**config.mk**
```make
export PLATFORM = sky130hd
export DESIGN_NAME = imm_encoder
export DESIGN_NICKNAME = d
export VERILOG_FILES = /design/src/rtl/imm_encoder.sv
export SDC_FILE = /design/constraint.sdc
export NUM_CORES = 1
export LEC_CHECK = 0
export BUFFER_PORTS_ARGS = -buffer_cell sky130_fd_sc_hd__buf_2
export CAP_MARGIN = 30
export CORE_ASPECT_RATIO = 1.25
export CORE_UTILIZATION = 40
export DETAILED_ROUTE_END_ITERATION = 7
export PLACE_DENSITY = 0.61
export SYNTH_ARGS = -nofsm -noshare
export SYNTH_HDL_FRONTEND = slang
export SYNTH_SLANG_ARGS = --single-unit
```
**constraint.sdc**
```tcl
create_clock -name clk -period 3.7 [get_ports clk]
set_input_delay 1.11 -clock clk [delete_from_list [all_inputs] [get_ports clk]]
set_output_delay 1.11 -clock clk [all_outputs]
set_load 0.02 [all_outputs]
```
**src/rtl/imm_encoder.sv**
```systemverilog
// -----------------------------------------------------------------------------
// imm_encoder
//
// Packs a 32-bit byte-unit immediate into the immediate fields of an RV32I
// instruction word. This is the inverse of the core's immediate generator. It
// sits in the debug/boot patching path, where it builds trampolines and fixes
// up branch offsets before words are written to instruction memory.
//
// Packing and range checking are purely combinational on the request. The
// result is captured into a 2-entry output buffer.
//
// Ports
//   clk        rising-edge clock
//   rst_n      asynchronous active-low reset; empties the buffer, clears the
//              error counter and zeroes the head entry
//   in_valid   request valid
//   in_ready   block can accept a request (registered: count < DEPTH)
//   in_fmt     0 I, 1 S, 2 B, 3 U, 4 J, 5 I-shift, 6/7 reserved
//   in_imm     immediate in bytes, two's complement
//   in_base    base instruction; every non-immediate bit passes through
//   out_valid  head entry valid
//   out_ready  consumer accepts the head entry
//   out_inst   packed instruction (head entry; holds its value when empty)
//   out_err    immediate not representable in the format, or reserved format
//   err_count  saturating count of accepted requests that carried err=1
//
// Handshake: a transfer happens on a rising edge where valid && ready are
// both high. in_ready is a register and has no combinational path from
// out_ready. While out_valid && !out_ready, out_inst and out_err hold steady.
//
// Optional build macro: IMM_ENCODER_ROUNDTRIP_CHECK_EN
//   When it is defined, each packed word is decoded again with the ISA
//   sign-extension rule for its format and compared against in_imm. A
//   mismatch forces err=1. This check is redundant with the range rules, so
//   any disagreement means the packing logic is broken. Ports and timing are
//   the same in both builds.
// -----------------------------------------------------------------------------
`timescale 1ns/1ps

module imm_encoder #(
   parameter int ERRCNT_W = 8,
   parameter int DEPTH    = 2   // output buffer entries; only 2 is supported
) (
   input  logic                clk,
   input  logic                rst_n,
   input  logic                in_valid,
   output logic                in_ready,
   input  logic [2:0]          in_fmt,
   input  logic [31:0]         in_imm,
   input  logic [31:0]         in_base,
   output logic                out_valid,
   input  logic                out_ready,
   output logic [31:0]         out_inst,
   output logic                out_err,
   output logic [ERRCNT_W-1:0] err_count
);

   localparam logic [2:0] FMT_I  = 3'd0;
   localparam logic [2:0] FMT_S  = 3'd1;
   localparam logic [2:0] FMT_B  = 3'd2;
   localparam logic [2:0] FMT_U  = 3'd3;
   localparam logic [2:0] FMT_J  = 3'd4;
   localparam logic [2:0] FMT_SH = 3'd5;

   // ---------------------------------------------------------------------------
   // Range detection. An immediate fits a signed N-bit field exactly when all
   // bits from N-1 upward equal the sign bit, meaning that slice is all ones
   // or all zeros.
   // ---------------------------------------------------------------------------
   logic hi11_mixed;   // does not fit signed 12 bits (I, S)
   logic hi12_mixed;   // does not fit signed 13 bits (B)
   logic hi20_mixed;   // does not fit signed 21 bits (J)

   assign hi11_mixed = ~((&in_imm[31:11]) | (~|in_imm[31:11]));
   assign hi12_mixed = ~((&in_imm[31:12]) | (~|in_imm[31:12]));
   assign hi20_mixed = ~((&in_imm[31:20]) | (~|in_imm[31:20]));

   // ---------------------------------------------------------------------------
   // Field packing. Start from the base word and overwrite only the immediate
   // fields of the selected format. On a range error the truncated bits are
   // still packed, so a caller that ignores err gets the low-order encoding.
   // ---------------------------------------------------------------------------
   logic [31:0] pack_inst;
   logic        range_err;
   logic        new_err;

   always_comb begin
      pack_inst = in_base;
      range_err = 1'b0;
      case (in_fmt)
         FMT_I: begin
            pack_inst[31:20] = in_imm[11:0];
            range_err        = hi11_mixed;
         end
         FMT_S: begin
            pack_inst[31:25] = in_imm[11:5];
            pack_inst[11:7]  = in_imm[4:0];
            range_err        = hi11_mixed;
         end
         FMT_B: begin
            pack_inst[31]    = in_imm[12];
            pack_inst[30:25] = in_imm[10:5];
            pack_inst[11:8]  = in_imm[4:1];
            pack_inst[7]     = in_imm[11];
            range_err        = hi12_mixed | in_imm[0];
         end
         FMT_U: begin
            pack_inst[31:12] = in_imm[31:12];
            range_err        = |in_imm[11:0];
         end
         FMT_J: begin
            pack_inst[31]    = in_imm[20];
            pack_inst[30:21] = in_imm[10:1];
            pack_inst[20]    = in_imm[11];
            pack_inst[19:12] = in_imm[19:12];
            range_err        = hi20_mixed | in_imm[0];
         end
         FMT_SH: begin
            // Bits 31:25 hold funct7 (SRLI vs SRAI) and stay as in the base.
            pack_inst[24:20] = in_imm[4:0];
            range_err        = |in_imm[31:5];
         end
         default: begin
            // Reserved format: the base passes through untouched and is flagged.
            range_err = 1'b1;
         end
      endcase
   end

`ifdef IMM_ENCODER_ROUNDTRIP_CHECK_EN
   // Decode the packed word the way the core's immediate generator would, and
   // compare the result with the original immediate.
   logic [31:0] rt_imm;
   logic        rt_bad;

   always_comb begin
      rt_imm = in_imm;
      case (in_fmt)
         FMT_I:  rt_imm = {{20{pack_inst[31]}}, pack_inst[31:20]};
         FMT_S:  rt_imm = {{20{pack_inst[31]}}, pack_inst[31:25], pack_inst[11:7]};
         FMT_B:  rt_imm = {{19{pack_inst[31]}}, pack_inst[31], pack_inst[7],
                           pack_inst[30:25], pack_inst[11:8], 1'b0};
         FMT_U:  rt_imm = {pack_inst[31:12], 12'h000};
         FMT_J:  rt_imm = {{11{pack_inst[31]}}, pack_inst[31], pack_inst[19:12],
                           pack_inst[20], pack_inst[30:21], 1'b0};
         FMT_SH: rt_imm = {27'd0, pack_inst[24:20]};
         default: rt_imm = in_imm;  // reserved formats are already flagged
      endcase
   end

   assign rt_bad  = (rt_imm != in_imm);
   assign new_err = range_err | rt_bad;
`else
   assign new_err = range_err;
`endif

   // ---------------------------------------------------------------------------
   // Two-entry output buffer. The head register drives the outputs directly,
   // which is why out_inst/out_err keep their last value when the buffer
   // drains. The tail register is used only when two entries are held.
   // ---------------------------------------------------------------------------
   logic [1:0]          count;
   logic [1:0]          count_nxt;
   logic                in_ready_q;
   logic [31:0]         head_inst;
   logic                head_err;
   logic [31:0]         tail_inst;
   logic                tail_err;
   logic [ERRCNT_W-1:0] err_cnt;
   logic                push;
   logic                pop;

   assign push = in_valid & in_ready_q;
   assign pop  = (count != 2'd0) & out_ready;

   always_comb begin
      count_nxt = count;
      case ({push, pop})
         2'b10:   count_nxt = count + 2'd1;
         2'b01:   count_nxt = count - 2'd1;
         default: count_nxt = count;   // idle, or replace-in-place at count 1
      endcase
   end

   always_ff @(posedge clk or negedge rst_n) begin
      if (!rst_n) begin
         count      <= 2'd0;
         in_ready_q <= 1'b1;
         head_inst  <= 32'd0;
         head_err   <= 1'b0;
         tail_inst  <= 32'd0;
         tail_err   <= 1'b0;
         err_cnt    <= '0;
      end else begin
         count <= count_nxt;
         // Taking ready from the next count keeps throughput at one per cycle
         // without a combinational path from out_ready.
         in_ready_q <= (count_nxt < 2'(DEPTH));

         case ({push, pop})
            2'b10: begin
               if (count == 2'd0) begin
                  head_inst <= pack_inst;
                  head_err  <= new_err;
               end else begin
                  tail_inst <= pack_inst;
                  tail_err  <= new_err;
               end
            end
            2'b01: begin
               // With two entries the tail moves up. With one entry the head
               // keeps its value so the outputs hold while empty.
               if (count == 2'd2) begin
                  head_inst <= tail_inst;
                  head_err  <= tail_err;
               end
            end
            2'b11: begin
               // Only reachable at count 1: at count 2 in_ready is low, and at
               // count 0 there is nothing to pop. The new entry replaces the
               // departing head.
               head_inst <= pack_inst;
               head_err  <= new_err;
            end
            default: ;
         endcase

         if (push && new_err && (err_cnt != {ERRCNT_W{1'b1}}))
            err_cnt <= err_cnt + ERRCNT_W'(1);
      end
   end

   assign in_ready  = in_ready_q;
   assign out_valid = (count != 2'd0);
   assign out_inst  = head_inst;
   assign out_err   = head_err;
   assign err_count = err_cnt;

endmodule
```
==> metrics.cfg, run 1 <==
[worst_setup_path]
cp.required_ns = 3.93
critPathCaptureType = register
reg2reg_from = count[0]
cp.arrival_ns = 3.14
ff2ff_setup_slack_ns = 1.23
start_kind = input port
critical_path.startpoint = in_imm[5]
worst-setup-path-type = input port to register
cp-endpoint = err_count[1]
cp_max_fo = 8
reg2reg_depth = 9
rr_endpoint = out_inst[12]

[yosys]
synthAdderAreaFrac_pct = 1.46
yosysSeqAreaShare_pct = 47.0
syn_inst = 428
syn_nets = 503
synth.area.mux_share_pct = 11.7
syn_area_per_cell_um2 = 9.58
ys_ff_latch = 77
synth-compound-area-share_pct = 19.6
async_flop_share_pct = 100
synthXorXnorAreaFrac_pct = 2.35
synth_simple_gate_area_share_pct = 14.1
ys_types = 51
synth_top_family_by_area = compound AO/OA/AOI/OAI gates
synth_ff_type = dfrtp_1
synth-edff-count = 0
yosys_warnings = 0
syn_area_mm2 = 0.00410

[routing]
ant_nets = 0
drt_iter0_drc = 198
top_layer_used = met4
drc = 0
wl_um = 10500
wl_per_cell_um = 16.0
viasPerCell = 5.40
wl_met3_um = 657
num_vias = 3564
wl_met2_um = 5010
wl_met1_um = 4610
first_pass_iters = 4

[timing]
min_period_ns = 2.91
finalCritPeriodShare_pct = 78.6
hold_slack_ns = 0.475
skew_ns = 0.00979
finalMaxSlewViolations = 0
max_freq_mhz = 344
finalHoldViolations = 0
final.setup.tns_ns = 0
worst_pin_slew_ns = 0.744
relSlewSlack_pct = 50.2
finalSetupViolCount = 0
rsz0062_at_grt = no

[pwr]
cellPowerDensity_mw_per_mm2 = 790
ir_drop_mv = 0.349
power_mw = 4.01
leakage_nw = 2.37

[placement]
port_buffers = 113
hpwl_um = 7550
routabilityCongestion = 0.890

[layout]
layout-drive-gt1-share_pct = 31.3
fin_nets = 604
nFillCells = 946
syn_to_final_growth_pct = 23.8
antennaDiodeCount = 0

[flow_run]
cap_violations = 0

[cts]
cts_tree = done
ctsLongestPathBuffers = 2
cts-hold-fix-buffers = 0
cts_sinks = 77
root_buffer = clkbuf_16
post_cts_resized = 0
clk_pin_slew_worst_paths_ns = 0.07
cts_buffers = 9
insertion_delay_ns = 0.34
post_cts_buffers = 0
htreeDepth = 3

[grt]
first_global_vias = 3567
grtUsageTotal_pct = 21.2
grt-ovfl-total = 0
grt_pass1_wl_um = 17500
grt_max_degree = 61
antenna_found_initial = 1

[status]
outcome = finished clean

[floorplanning]
rows = 40
num_io_pins = 114
dieArea_mm2 = 0.0107
coreArea_mm2 = 0.00981
start_util_pct = 41.8
die-width_um = 92.6
die_h_um = 115

[hold_path]
min_path_type = register to register

==> cell usage after synthesis, types with 4 or more instances <==
| master | number | area share [%] |
|---|---|---|
| dfrtp_1 | 76 | 46 |
| nand2_1 | 75 | 6.9 |
| o21ai_0 | 55 | 6.7 |
| mux2i_1 | 23 | 5.6 |
| clkbuf_1 | 21 | 1.9 |
| mux2_2 | 21 | 5.8 |
| nor2_1 | 20 | 1.8 |
| a21oi_1 | 13 | 1.6 |
| inv_1 | 9 | 0.82 |
| nor4_1 | 8 | 1.2 |
| a22oi_1 | 7 | 1.3 |
| nand4_1 | 7 | 1.1 |
| o211ai_1 | 7 | 1.3 |
| xor2_1 | 7 | 1.5 |
| a31oi_1 | 6 | 0.92 |
| o21a_1 | 6 | 1.1 |
| o2bb2ai_1 | 6 | 1.3 |
| a211oi_1 | 5 | 0.92 |
| buf_1 | 4 | 0.37 |
| ha_1 | 4 | 1.2 |
| xnor2_1 | 4 | 0.85 |
==> registers in the layout, indices dropped and copies added (netlist names) <==
name,flops
tail_err,1
count,2
out_err,1
in_ready,1
tail_inst,32
out_inst,32
err_count,8
==> stage by stage <==
stage	std cells	worst slack, ns	area [µm²]	util (%)
after detailed placement	644	0.493	4770	48.6
after global routing	660	0.643	5080	51.8
after global placement	643	0.519	4740	48.3
final	660	0.791	5080	51.8
after CTS	660	0.845	5080	51.8
after floorplan	428	0.662	4100	-
==> layer usage <==
| metal | up-vias | GRT usage, % |
|---|---|---|
| li1 | 1737 | - |
| met1 | 1692 | 25.6 |
| met2 | 114 | 35.7 |
| met3 | 21 | 5.29 |
| met4 | 0 | 9.58 |
| met5 | - | 0 |
==> cell usage in the layout (no fill, tap or decap), drive strengths merged, types with 3 or more instances in the layout <==
master / n
a31oi: 6
xor2: 7
o2bb2ai: 6
mux2i: 23
nor2b: 4
nand4: 7
nor4: 8
xnor2: 4
a2111oi: 3
nand2b: 3
ha: 4
o21a: 6
o211ai: 7
nor2: 20
buf: 118
o21ai: 57
clkbuf: 9
and3: 3
mux2: 22
nand2: 75
a22oi: 7
dfrtp: 76
a211oi: 5
inv: 11
a21oi: 15
==> cells by family after synthesis <==
logic type,count (synthesis)
AOI/OAI and AO/OA,124
xor gates and xnor gates,11
adders and majority gates,5
buffers and inverters,37
DFF,77
muxes,45
and+or+nand+nor,129
==> critical path: stages <==
cell and delay (ns):
buf_2 0.10, nor4_1 0.53, a211oi_1 0.17, or4b_1 0.55, o2111ai_2 0.20, a21oi_2 0.15, mux2_4 0.32
==> worst min-delay path by stage <==
stage,start,to,slack [ns],depth (start not counted)
floorplan,tail_inst[31],tail_inst[31],0.44,2
global placement,out_inst[31],out_inst[31],0.45,2
detailed placement,tail_inst[31],tail_inst[31],0.46,2
CTS,tail_inst[31],tail_inst[31],0.48,2
global route,tail_inst[27],tail_inst[27],0.50,2
finish,tail_inst[31],tail_inst[31],0.48,2
==> area by class of cell <==
cell class / count / area, µm² / area share (%)
clock buffers: 9 / 225 / 4.44
clock inverters: 7 / 82.6 / 1.63
inverters: 9 / 33.8 / 0.665
multi-input cells: 314 / 2020 / 39.9
flip-flops and latches: 77 / 1930 / 38.0
well taps: 126 / 158 / 3.10
repair buffers: 118 / 626 / 12.3
==> where the power goes <==
part / internal, mW / total (mW) / leakage (nW) / switching (mW)
clock: 0.532 / 0.908 / 0.144 / 0.376
combinational: 0.635 / 1.62 / 1.28 / 0.989
sequential: 1.26 / 1.48 / 0.941 / 0.223
(Power assumes the default switching activity.)
==> run 2: changes to the inputs <==
--- a/config.mk
+++ b/config.mk
@@ -10,7 +10,7 @@
 export CORE_ASPECT_RATIO = 1.25
 export CORE_UTILIZATION = 40
 export DETAILED_ROUTE_END_ITERATION = 7
-export PLACE_DENSITY = 0.61
+export PLACE_DENSITY = 0.63
 export SYNTH_ARGS = -nofsm -noshare
 export SYNTH_HDL_FRONTEND = slang
 export SYNTH_SLANG_ARGS = --single-unit
==> constraint.sdc (replaced) <==
create_clock -name clk -period 2.51 [get_ports clk]
set_input_delay 0.753 -clock clk [delete_from_list [all_inputs] [get_ports clk]]
set_output_delay 0.753 -clock clk [all_outputs]
set_load 0.02 [all_outputs]
==> run 2 against run 1 <==
  * Sequential power rose by 47%
  * Cell count rose by 6.2%
  * Clock power rose by 35%
  * First-iteration DRC count fell by 3.0%
  * Largest power group unchanged
==> metrics.cfg, run 2 (synthesized netlist as in run 1, its figures left out) <==
[worst_setup_path]
cp_max_fo = 7  ; -1
cp.arrival_ns = 2.64  ; -0.50 ns
critPathCaptureType = register
crit_path_top_delay_cell = or4b_1
slowest_delay_ns = 0.53  ; -0.02 ns
start_kind = input port
cp.required_ns = 2.74  ; -1.19 ns
path_buf_inv = 2  ; +1
worst-setup-path-type = input port to register
crit_chain = buf_2, nor4_1, buf_4, a211oi_1, or4b_1, o2111ai_2, a21oi_2, mux2_4
critical-path-top-delay-family = simple AND/OR/NAND/NOR gates

[cts]
root_buffer = clkbuf_16
cts-hold-fix-buffers = 0  ; unchanged
cts_tree = done
cts_sinks = 77  ; unchanged
htreeDepth = 3  ; unchanged
insertion_delay_ns = 0.34  ; about the same
cts_buffers = 9  ; unchanged
ctsLongestPathBuffers = 2  ; unchanged
post_cts_buffers = 0  ; unchanged
clk_pin_slew_worst_paths_ns = 0.06  ; about the same
post_cts_resized = 0  ; unchanged

[grt]
grt_max_degree = 53  ; -13%
first_global_vias = 3733  ; +4.7%
antenna_found_initial = 0  ; -1
grtUsageTotal_pct = 21.7  ; +0.52 points
grt_pass1_wl_um = 17900  ; +2.4%
grt-ovfl-total = 0  ; unchanged

[placement]
port_buffers = 113  ; unchanged
place_ws_ns = -0.195  ; -0.688 ns
routabilityCongestion = 0.876  ; -1.6%
dp_cells = 685  ; +6.4%
hpwl_um = 8020  ; +6.3%
dpl_cell_area_mm2 = 0.00511  ; +7.2%

[layout]
final_common_cell = buf_2
layout-drive-gt1-share_pct = 36.2  ; +4.9 points
final_cell_mix = buf_2, dfrtp_1, nand2_1
stdcell_count = 701  ; +6.2%
syn_to_final_growth_pct = 31.7
design_area_mm2 = 0.00540  ; +6.3%
fin_nets = 645  ; +6.8%
antennaDiodeCount = 0  ; unchanged
fin_util_pct = 55.0  ; +3.3 points

[timing]
finalMaxSlewViolations = 0  ; unchanged
rsz0062_at_grt = no
worst_pin_slew_ns = 0.523  ; -0.221 ns
min_period_ns = 2.41
relSlewSlack_pct = 64.9  ; +15 points
fin_ws_ns = 0.0958  ; -0.695 ns
finalSetupViolCount = 0  ; unchanged
finalHoldViolations = 0  ; unchanged
max_freq_mhz = 414
finalCritPeriodShare_pct = 96.2
skew_ns = 0.00585  ; -0.00394 ns

[floorplanning]
die_h_um = 115  ; unchanged
die-width_um = 92.6  ; unchanged
coreArea_mm2 = 0.00981  ; unchanged
start_util_pct = 41.8  ; unchanged
dieArea_mm2 = 0.0107  ; unchanged
rows = 40  ; unchanged
num_io_pins = 114  ; unchanged

[routing]
wl_per_cell_um = 15.1  ; -5.2%
wl_um = 10600  ; +0.69%
drt_iter0_drc = 192  ; -3.0%
ant_nets = 0  ; unchanged
viasPerCell = 5.27  ; -2.5%
drc = 0  ; unchanged
num_vias = 3692  ; +3.6%
first_pass_iters = 4  ; unchanged

[status]
outcome = finished clean

[pwr]
ir_drop_mv = 0.464  ; +33%
leakage_nw = 2.57  ; +8.6%
cellPowerDensity_mw_per_mm2 = 1100  ; +40%
power_mw = 5.96  ; +49%

[hold_path]
min_path_type = input port to asynchronous set/reset pin

[flow_run]
cap_violations = 0  ; unchanged

run 2: changes by cell type in the layout (fill, tap and decap cells not counted), sizes merged:
cell / before / now
bufinv: 1 / 0
clkinvlp: 2 / 4
buf: 118 / 159
clkinv: 2 / 1
run 2: area by class of cell:
cell class              count  area [µm²]
clock buffers               9         225
well taps                 126         158
multi-input cells         314        2030
flip-flops and latches     77        1930
fillers                   935        4410
clock inverters             7        58.8
repair buffers            159         963
inverters                   9        33.8
run 2: report_power, final:
group	total (mW)	leakage [nW]	switching [mW]	internal (mW)
registers	2.18	0.941	0.327	1.85
clock network	1.23	0.126	0.547	0.681
logic	2.55	1.50	1.50	1.05
run 2: final timing paths:
| check | startpoint | end | slack, ns | depth (start not counted) |
|---|---|---|---|---|
| max in group asynchronous | rst_n | out_inst[30] | 1.56 | 2 |
| max | in_imm[5] | err_count[1] | 0.1 | 8 |
| max reg2reg | count[0] | out_inst[19] | 0.16 | 9 |
| min | rst_n | out_inst[17] | 0.32 | 1 |
| min in group clk | out_inst[1] | out_inst[1] | 0.47 | 2 |
| min reg2reg | out_inst[1] | out_inst[1] | 0.47 | 2 |
run 2: worst register-to-register path, cell delays in order (launching register included):
cell and delay [ns]:
dfrtp_1 0.42, or2_4 0.26, nand2_1 0.12, inv_1 0.06, ha_2 0.19, mux2_2 0.25, o22ai_1 0.19, nor2b_4 0.21
buf_12 0.18, mux2_2 0.36
run 2: per-stage QoR:
step,hold slack (ns),TNS (ns)
6_report,0.317,0
5_1_grt,0.337,0
4_1_cts,0.322,0
3_5_place_dp,0.464,-1.59
3_3_place_gp,0.456,-1.53
2_1_floorplan,0.441,0
run 2: layer usage:
layer / vias to the layer above / routed length, µm / global-route usage [%]
met4: 0 / 266 / 8.65
met2: 101 / 5340 / 38.2
met3: 23 / 610 / 4.37
met1: 1744 / 4390 / 26.0
met5: - / 0 / 0
li1: 1824 / - / -
